### config.mk
export PLATFORM = sky130hd
export DESIGN_NAME = maxnet_top
export DESIGN_NICKNAME = d
export VERILOG_FILES = /design/src/rtl/maxnet_pkg.sv /design/src/rtl/fp_addsub.sv /design/src/rtl/maxnet_top.sv
export SDC_FILE = /design/constraint.sdc
export NUM_CORES = 1
export LEC_CHECK = 0
export ABC_CLOCK_PERIOD_IN_PS = 21900
export CORE_ASPECT_RATIO = 0.6
export CORE_MARGIN = 5
export CORE_UTILIZATION = 43
export DETAILED_ROUTE_END_ITERATION = 8
export PLACE_DENSITY_LB_ADDON = 0.15
export SLEW_MARGIN = 20
export SYNTH_ARGS = -nofsm -noshare
export SYNTH_HDL_FRONTEND = slang
export SYNTH_HIERARCHICAL = 1
export SYNTH_SLANG_ARGS = --single-unit
export TNS_END_PERCENT = 100
### constraint.sdc
create_clock -name clk -period 21.9 [get_ports clk]
set_clock_uncertainty 0.05 [all_clocks]
set_input_delay 3.285 -clock clk [delete_from_list [all_inputs] [get_ports clk]]
set_output_delay 3.285 -clock clk [all_outputs]
set_load 0.03 [all_outputs]
### src/rtl/maxnet_pkg.sv
// Shared types, constants and float helpers for the MaxNet winner-take-all block.
// Latency: n/a (package only).
// Backpressure: n/a.
// Contents: FP field widths, FSM state enum, FP_ZERO / FP_MAXFIN constants,
//           fp_clamp (input sanitising) and fp_scale (multiply by 2^-k).
package maxnet_pkg;

  localparam int FP_W  = 32;
  localparam int EXP_W = 8;
  localparam int MAN_W = 23;

  localparam logic [FP_W-1:0]  FP_ZERO   = 32'h0000_0000;
  localparam logic [FP_W-1:0]  FP_MAXFIN = 32'h7F7F_FFFF;
  localparam logic [EXP_W-1:0] EXP_ALL1  = 8'hFF;

  typedef enum logic [2:0] {
    IDLE,
    LOAD,
    SUM,
    UPD,
    CHECK,
    DONE
  } state_t;

  // Sanitise an input into the non-negative normal/zero domain the adder handles.
  function automatic logic [FP_W-1:0] fp_clamp(input logic [FP_W-1:0] x);
    logic [FP_W-1:0] r;
    if (x[FP_W-1])                           r = FP_ZERO;
    else if (x[FP_W-2 -: EXP_W] == '0)       r = FP_ZERO;
    else if (x[FP_W-2 -: EXP_W] == EXP_ALL1) r = FP_MAXFIN;
    else                                     r = x;
    return r;
  endfunction

  // Multiply by 2^-k through the exponent field; anything that would land
  // at exponent 0 or below is flushed to +0.
  function automatic logic [FP_W-1:0] fp_scale(input logic [FP_W-1:0] x, input int k);
    logic [EXP_W-1:0] e;
    logic [FP_W-1:0]  r;
    e = x[FP_W-2 -: EXP_W];
    if (int'(e) <= k) r = FP_ZERO;
    else              r = {x[FP_W-1], e - EXP_W'(k), x[MAN_W-1:0]};
    return r;
  endfunction

endpackage

### src/rtl/fp_addsub.sv
// Non-negative IEEE-754 single add/subtract with truncation and ReLU flag.
// Latency: combinational.
// Backpressure: none (pure function of its inputs).
// Ports: a, b  - operands (non-negative normals or +0)
//        sub   - 0: a+b, 1: a-b
//        res   - result, +0 on zero/underflow/negative, FP_MAXFIN on overflow
//        neg   - high when a-b would have been negative (result forced to +0)
module fp_addsub
  import maxnet_pkg::*;
(
  input  logic [FP_W-1:0] a,
  input  logic [FP_W-1:0] b,
  input  logic            sub,
  output logic [FP_W-1:0] res,
  output logic            neg
);

  logic             a_ge_b;
  logic [EXP_W-1:0] e_big;
  logic [EXP_W-1:0] e_sml;
  logic [EXP_W-1:0] d;
  logic [MAN_W:0]   m_big;
  logic [MAN_W:0]   m_sml;
  logic [MAN_W:0]   m_sh;
  logic [MAN_W+1:0] sum;
  logic [MAN_W:0]   diff;
  logic [MAN_W-1:0] norm;
  int               lz;

  always_comb begin
    res  = FP_ZERO;
    neg  = 1'b0;
    norm = '0;
    // Both operands are non-negative, so raw bit order equals numeric order.
    a_ge_b = (a >= b);
    e_big  = a_ge_b ? a[FP_W-2 -: EXP_W] : b[FP_W-2 -: EXP_W];
    e_sml  = a_ge_b ? b[FP_W-2 -: EXP_W] : a[FP_W-2 -: EXP_W];
    m_big  = a_ge_b ? {|a[FP_W-2 -: EXP_W], a[MAN_W-1:0]}
                    : {|b[FP_W-2 -: EXP_W], b[MAN_W-1:0]};
    m_sml  = a_ge_b ? {|b[FP_W-2 -: EXP_W], b[MAN_W-1:0]}
                    : {|a[FP_W-2 -: EXP_W], a[MAN_W-1:0]};
    d      = e_big - e_sml;
    m_sh   = (d > 8'd23) ? '0 : (m_sml >> d);
    sum    = {1'b0, m_big} + {1'b0, m_sh};
    diff   = m_big - m_sh;

    // Leading-zero count of diff: the highest set bit wins.
    lz = MAN_W + 1;
    for (int i = 0; i <= MAN_W; i++) begin
      if (diff[i]) lz = MAN_W - i;
    end

    if (sub && !a_ge_b) begin
      neg = 1'b1;
      res = FP_ZERO;
    end else if (m_big == '0) begin
      res = FP_ZERO;
    end else if (!sub) begin
      if (sum[MAN_W+1]) begin
        if (e_big >= 8'd254) res = FP_MAXFIN;
        else                 res = {1'b0, e_big + 8'd1, sum[MAN_W:1]};
      end else begin
        res = {1'b0, e_big, sum[MAN_W-1:0]};
      end
    end else begin
      if (diff == '0) begin
        res = FP_ZERO;
      end else if (lz >= int'(e_big)) begin
        res = FP_ZERO;
      end else begin
        norm = MAN_W'(diff << lz);
        res  = {1'b0, e_big - EXP_W'(lz), norm};
      end
    end
  end

endmodule

### src/rtl/maxnet_top.sv
// Four-neuron MaxNet: iterates lateral inhibition, then outputs the winning raw input.
// Latency: 1 (LOAD) + 12 per iteration + 1 (DONE) cycles from the start sample to done.
// Backpressure: none; start is ignored while a run is in progress.
// Ports: clk, rst (sync, active-high), start (level, sampled in IDLE),
//        x1..x4 (IEEE-754 single inputs), out (winner's original bits, held),
//        done (one-cycle pulse with a new out).
// Build option: define MAXNET_TIMEOUT_EN to cap the run at MAX_ITER iterations,
//        after which the largest activation (lowest index on ties) wins.
module maxnet_top
  import maxnet_pkg::*;
#(
  parameter int EPS_SHIFT = 3,
  parameter int MAX_ITER  = 255
) (
  input  logic            clk,
  input  logic            rst,
  input  logic            start,
  input  logic [FP_W-1:0] x1,
  input  logic [FP_W-1:0] x2,
  input  logic [FP_W-1:0] x3,
  input  logic [FP_W-1:0] x4,
  output logic [FP_W-1:0] out,
  output logic            done
);

  // epsilon = 2^-EPS_SHIFT must stay below 1/3; the counter is 8 bits wide.
  if (EPS_SHIFT < 2 || EPS_SHIFT > 126 || MAX_ITER < 1 || MAX_ITER > 255) begin : g_bad_cfg
    $error("maxnet_top: EPS_SHIFT must be 2..126 and MAX_ITER 1..255");
  end

  state_t          state, state_nxt;
  logic [2:0]      cnt;
  logic [FP_W-1:0] act  [4];
  logic [FP_W-1:0] orig [4];
  logic [FP_W-1:0] s;
  logic [FP_W-1:0] t;
  logic [3:0]      prev_nz;
  logic            chg;
  logic [1:0]      win, win_nxt;

  logic [FP_W-1:0] op_a, op_b, add_res;
  logic            op_sub, add_neg;
  logic [1:0]      ui;
  logic [3:0]      nz;
  logic [2:0]      nz_cnt;
  logic [1:0]      first_nz, first_prev, argmax;
  logic            timeout_hit;

  assign ui = cnt[2:1];

  fp_addsub u_addsub (
    .a   (op_a),
    .b   (op_b),
    .sub (op_sub),
    .res (add_res),
    .neg (add_neg)
  );

  // One adder serves both phases: SUM accumulates S, UPD computes
  // T = S - a[i] (even step) then a[i] - T*eps (odd step).
  always_comb begin
    op_a   = s;
    op_b   = act[ui];
    op_sub = 1'b0;
    case (state)
      SUM: begin
        case (cnt)
          3'd0:    begin op_a = act[0]; op_b = act[1]; end
          3'd1:    op_b = act[2];
          default: op_b = act[3];
        endcase
      end
      UPD: begin
        op_sub = 1'b1;
        if (cnt[0]) begin
          op_a = act[ui];
          op_b = fp_scale(t, EPS_SHIFT);
        end
      end
      default: ;
    endcase
  end

  always_comb begin
    nz         = '0;
    nz_cnt     = '0;
    first_nz   = '0;
    first_prev = '0;
    argmax     = '0;
    for (int i = 0; i < 4; i++) begin
      nz[i]  = |act[i];
      nz_cnt = nz_cnt + {2'b00, nz[i]};
    end
    for (int i = 3; i >= 0; i--) begin
      if (nz[i])      first_nz   = 2'(i);
      if (prev_nz[i]) first_prev = 2'(i);
    end
    // Activations are non-negative, so unsigned bit compare orders them;
    // strict '>' keeps the lowest index on ties.
    for (int i = 1; i < 4; i++) begin
      if (act[i] > act[argmax]) argmax = 2'(i);
    end
  end

`ifdef MAXNET_TIMEOUT_EN
  logic [7:0] iter;

  always_ff @(posedge clk) begin
    if (rst)                 iter <= '0;
    else if (state == LOAD)  iter <= '0;
    else if (state == CHECK) iter <= iter + 8'd1;
  end

  assign timeout_hit = (32'(iter) + 32'd1) >= MAX_ITER;
`else
  assign timeout_hit = 1'b0;
`endif

  always_ff @(posedge clk) begin
    if (rst) state <= IDLE;
    else     state <= state_nxt;
  end

  always_comb begin
    state_nxt = state;
    win_nxt   = win;
    case (state)
      IDLE:  if (start) state_nxt = LOAD;
      LOAD:  state_nxt = SUM;
      SUM:   if (cnt == 3'd2) state_nxt = UPD;
      UPD:   if (cnt == 3'd7) state_nxt = CHECK;
      CHECK: begin
        state_nxt = DONE;
        if (nz_cnt >= 3'd2) begin
          if (timeout_hit) begin
            win_nxt = argmax;
          end else if (!chg) begin
            // Every live neuron's inhibition term has flushed to zero, so the
            // network is frozen; resolve it like a simultaneous extinction.
            win_nxt = first_nz;
          end else begin
            state_nxt = SUM;
          end
        end else if (nz_cnt == 3'd1) begin
          win_nxt = first_nz;
        end else begin
          // All died in the last pass: lowest survivor before it, else neuron 1.
          win_nxt = first_prev;
        end
      end
      DONE:    state_nxt = IDLE;
      default: state_nxt = IDLE;
    endcase
  end

  always_ff @(posedge clk) begin
    if (rst) begin
      cnt     <= '0;
      s       <= FP_ZERO;
      t       <= FP_ZERO;
      prev_nz <= '0;
      chg     <= 1'b0;
      win     <= '0;
      out     <= FP_ZERO;
      done    <= 1'b0;
      for (int i = 0; i < 4; i++) begin
        act[i]  <= FP_ZERO;
        orig[i] <= FP_ZERO;
      end
    end else begin
      win  <= win_nxt;
      done <= 1'b0;
      case (state)
        LOAD: begin
          orig[0] <= x1;
          orig[1] <= x2;
          orig[2] <= x3;
          orig[3] <= x4;
          act[0]  <= fp_clamp(x1);
          act[1]  <= fp_clamp(x2);
          act[2]  <= fp_clamp(x3);
          act[3]  <= fp_clamp(x4);
          cnt     <= '0;
        end
        SUM: begin
          s <= add_res;
          if (cnt == 3'd2) begin
            cnt     <= '0;
            prev_nz <= nz;
            chg     <= 1'b0;
          end else begin
            cnt <= cnt + 3'd1;
          end
        end
        UPD: begin
          // S is not written here, so updating a[i] in place still uses the
          // pre-pass sum for every neuron.
          cnt <= cnt + 3'd1;
          if (!cnt[0]) begin
            t <= add_res;
          end else begin
            act[ui] <= add_neg ? FP_ZERO : add_res;
            if ((add_neg ? FP_ZERO : add_res) != act[ui]) chg <= 1'b1;
          end
        end
        DONE: begin
          out  <= orig[win];
          done <= 1'b1;
        end
        default: ;
      endcase
    end
  end

endmodule

==> flow_summary.ini <==
[outcome]
outcome = complete, no violations

[logic_synthesis]
synth_top_cell_area_share_pct = 27.3
synthesis.yosys.warnings = 6
synth-main-ff-cell = sky130_fd_sc_hd__edfxtp_1
post_synth_inst_count = 3128
yosys.cell_types.count = 111
synth_most_common_cell = sky130_fd_sc_hd__nand2_1
syn-num-nets = 3363
synth_enable_flop_cells = 256
synthesis.area_per_instance_um2 = 8.99
seq_area_frac_synth_pct = 35.3
synth.ff_latch_count = 368
post-synth-top-area-cell = sky130_fd_sc_hd__edfxtp_1
synth_area_mm2 = 0.0281
asyncSetResetFlopFracSynth_pct = 0
top_cell_types_by_occurrence_after_synthesis = 465 x sky130_fd_sc_hd__nand2_1, 256 x sky130_fd_sc_hd__edfxtp_1, 231 x sky130_fd_sc_hd__a21oi_1
post_synth_main_area_contributors = sky130_fd_sc_hd__edfxtp_1 27%, sky130_fd_sc_hd__dfxtp_1 8.0%, sky130_fd_sc_hd__mux4_2 6.2%

[critical_path]
rrSetupSlack_ps = 4210
r2r_end = chg
crit_type = reg2reg
cp-end-kind = flop
worst_path_largest_cell_delay_ps = 910
worstReg2RegStart = state[2]
start_kind = flop
critical_path_required_ps = 22300
worst_ep_arrival_time_ps = 18080
critPathSlowestCell = sky130_fd_sc_hd__o21ai_0
crit_path_frequent_cell = sky130_fd_sc_hd__buf_4
reg2reg_depth = 54
critical_path.max_fanout = 34

[floorplan]
rows = 72
die_area_mm2 = 0.0708
fp.dieW_um = 340
floorplan.core_area_mm2 = 0.0646
num_io_pins = 164
vertical_die_dimension_um = 208
initial_utilization_pct = 43.6

[timing]
drv_slew = 0
hold_viol_final = 0
setup_total_negative_slack_ps = 0
post-route-min-period_ps = 17690
worst_pin_slew_ps = 1270
maxClockFrequency_ghz = 0.0565
setup_repair_after_global_routing_missed_its_margin = no
fin_crit_sh_pct = 80.8
final_setup_violating_endpoints = 0
final.hold.worst_slack_ps = 405
worst_slack_ps = 4210
maxSlewHeadroom_pct = 14.6

[grt]
grtUsageTotal_pct = 33.7
largest_net_degree_at_the_start_of_global_routing = 107
first_pass_grt_wire_length_um = 179000
overflow = 0
number_of_global_route_vias_before_repair = 25517
antenna_violations_before_repair = 2

[clock_network]
post_cts_resized = 0
cts.htree.levels = 2
clockRootBuffer = sky130_fd_sc_hd__clkbuf_16
clock_latency_ps = 570
max-clock-path-buffers = 3
path_clk_slew_ps = 70
cts_buffers = 35
cts_hold_buffers = 0
cts.repair_timing.setup_buffer_count = 0
tritoncts = yes
cts.sink_count = 368

[pwr]
vdd.ir_drop.worst_mv = 0.143
power.internal_mw = 2.23
sequentialPowerShare_pct = 17.1
p_leak_nw = 11.5
pwr-share-clk_pct = 12.9
sw_frac_of_total_pct = 55.9
net-switching-power_mw = 2.83
share_of_total_power_in_combinational_logic_pct = 69.9
power_per_cell_area_mw_per_mm2 = 160

[placed_design]
io_buffers = 163
gp_routability_congestion = 1.03
dpl_worst_slack_ps = 5300
hpwl_um = 99600
dp_cells = 4004

[drt]
drt_wl_total_um = 124000
detail_route.vias_per_cell = 6.82
routed-via-count = 27746
drt-initial-drc-count = 4723
ant_nets = 0
drc_violations = 0
drt-pass1-iter-count = 6
average_wire_per_cell_in_the_routed_design_um = 30.6

[cells_and_area]
fin_util_pct = 49.1
final_cell_count_no_fill = 4068
proportion_of_layout_cells_with_a_drive_suffix_above_1_pct = 9.73
diodes_inserted = 0
synthToLayoutAreaGrowth_pct = 12.8
filler_cell_count = 6053
layout.nets = 3425

[min_path]
hp-start = out[31]
hold-path-endpoint = out[31]
worst_hold_path_type = reg2reg
worst_hold_path.num_cells = 2

[run]
max_cap_viol_count = 0
[worst max-delay path, delay by kind of cell, from the launching register on]
family / cells / cell delay [ps]
fa+ha+maj: 4 / 1540
mux: 1 / 250
xor+xnor: 1 / 280
flops: 1 / 440
compound gates: 23 / 6760
simple gates: 14 / 4840
buf+inv: 11 / 3340
[placed cells by master, fill, tap and decap left out, drive strengths merged, types with 27 or more instances in the layout]
cell / netlist / final
a221o: 32 / 32
nor4: 72 / 72
edfxtp: 256 / 256
a22oi: 69 / 69
a22o: 37 / 37
nand3: 60 / 60
clkbuf: 169 / 48
nor2: 217 / 217
inv: 95 / 97
ha: 101 / 101
or3: 28 / 28
o211ai: 37 / 37
mux2i: 80 / 80
mux4: 84 / 84
xnor2: 55 / 55
nand4: 39 / 39
o22ai: 85 / 85
clkdlybuf4s50: 0 / 162
o21ai: 115 / 115
dfxtp: 112 / 112
buf: 45 / 77
nand2b: 27 / 27
a21oi: 236 / 236
nor3: 57 / 57
and2: 145 / 145
nand2: 465 / 465
[registers in the layout (all words and copies together) (netlist names), 2 cells and up, named ones only]
name and flops:
win 2, orig 128, out 32, s 32, prev_nz 4, act 128, state 3, t 32
cnt 3
[through the flow]
stage / instance area [um2] / power [mW]
2_1_floorplan: 28100 / 3.00
6_report: 31700 / 5.07
3_5_place_dp: 30500 / 4.18
5_1_grt: 31700 / 5.21
3_3_place_gp: 30500 / 4.21
4_1_cts: 31700 / 4.84
[cells by family (layout without fill, tap and decap cells)]
group	count (synthesis)	in the layout	synth area share (%)
compound gates	897	897	22.4
xor+xnor	69	69	2.15
fa+ha+maj	104	104	4.70
buf+inv	310	399	4.67
flops	368	368	35.3
mux	178	178	10.3
other cells	1	1	0.0133
simple gates	1201	1201	20.5
[area by class of cell]
type | count | area (um2) | area share, %
inverter | 96 | 368 | 1.16
multi-input combinational | 2450 | 17000 | 53.5
clock buffer | 48 | 1010 | 3.18
timing repair buffer | 239 | 2200 | 6.93
sequential | 368 | 9930 | 31.3
tap | 851 | 1060 | 3.35
clock inverter | 16 | 175 | 0.552
[how the worst max path moves through the flow]
stage                  start   to  slack [ps]  depth (start not counted)
finish              state[2]  chg        4210                         54
global route        state[2]  chg        3690                         54
CTS                 state[2]  chg        5250                         54
detailed placement  state[2]  chg        5300                         54
global placement    state[2]  chg        5460                         54
floorplan           state[1]  chg        9330                         57
[routing by layer]
metal	global-route usage [%]	part of all wire, %	vias to the layer above
li1	-	-	11963
met1	55.6	47	13722
met2	40.4	35	1932
met3	14.1	16	127
met4	3.77	1.1	2
met5	0.134	0.010	-
[power by group through the flow]
stage / registers [mW] / clock network (mW) / logic (mW)
floorplan: 0.857 / 0 / 2.14
global placement: 0.877 / 0 / 3.33
detailed placement: 0.880 / 0 / 3.30
CTS: 0.865 / 0.656 / 3.32
global route: 0.872 / 0.684 / 3.66
finish: 0.868 / 0.656 / 3.54
(Power assumes the default switching activity.)
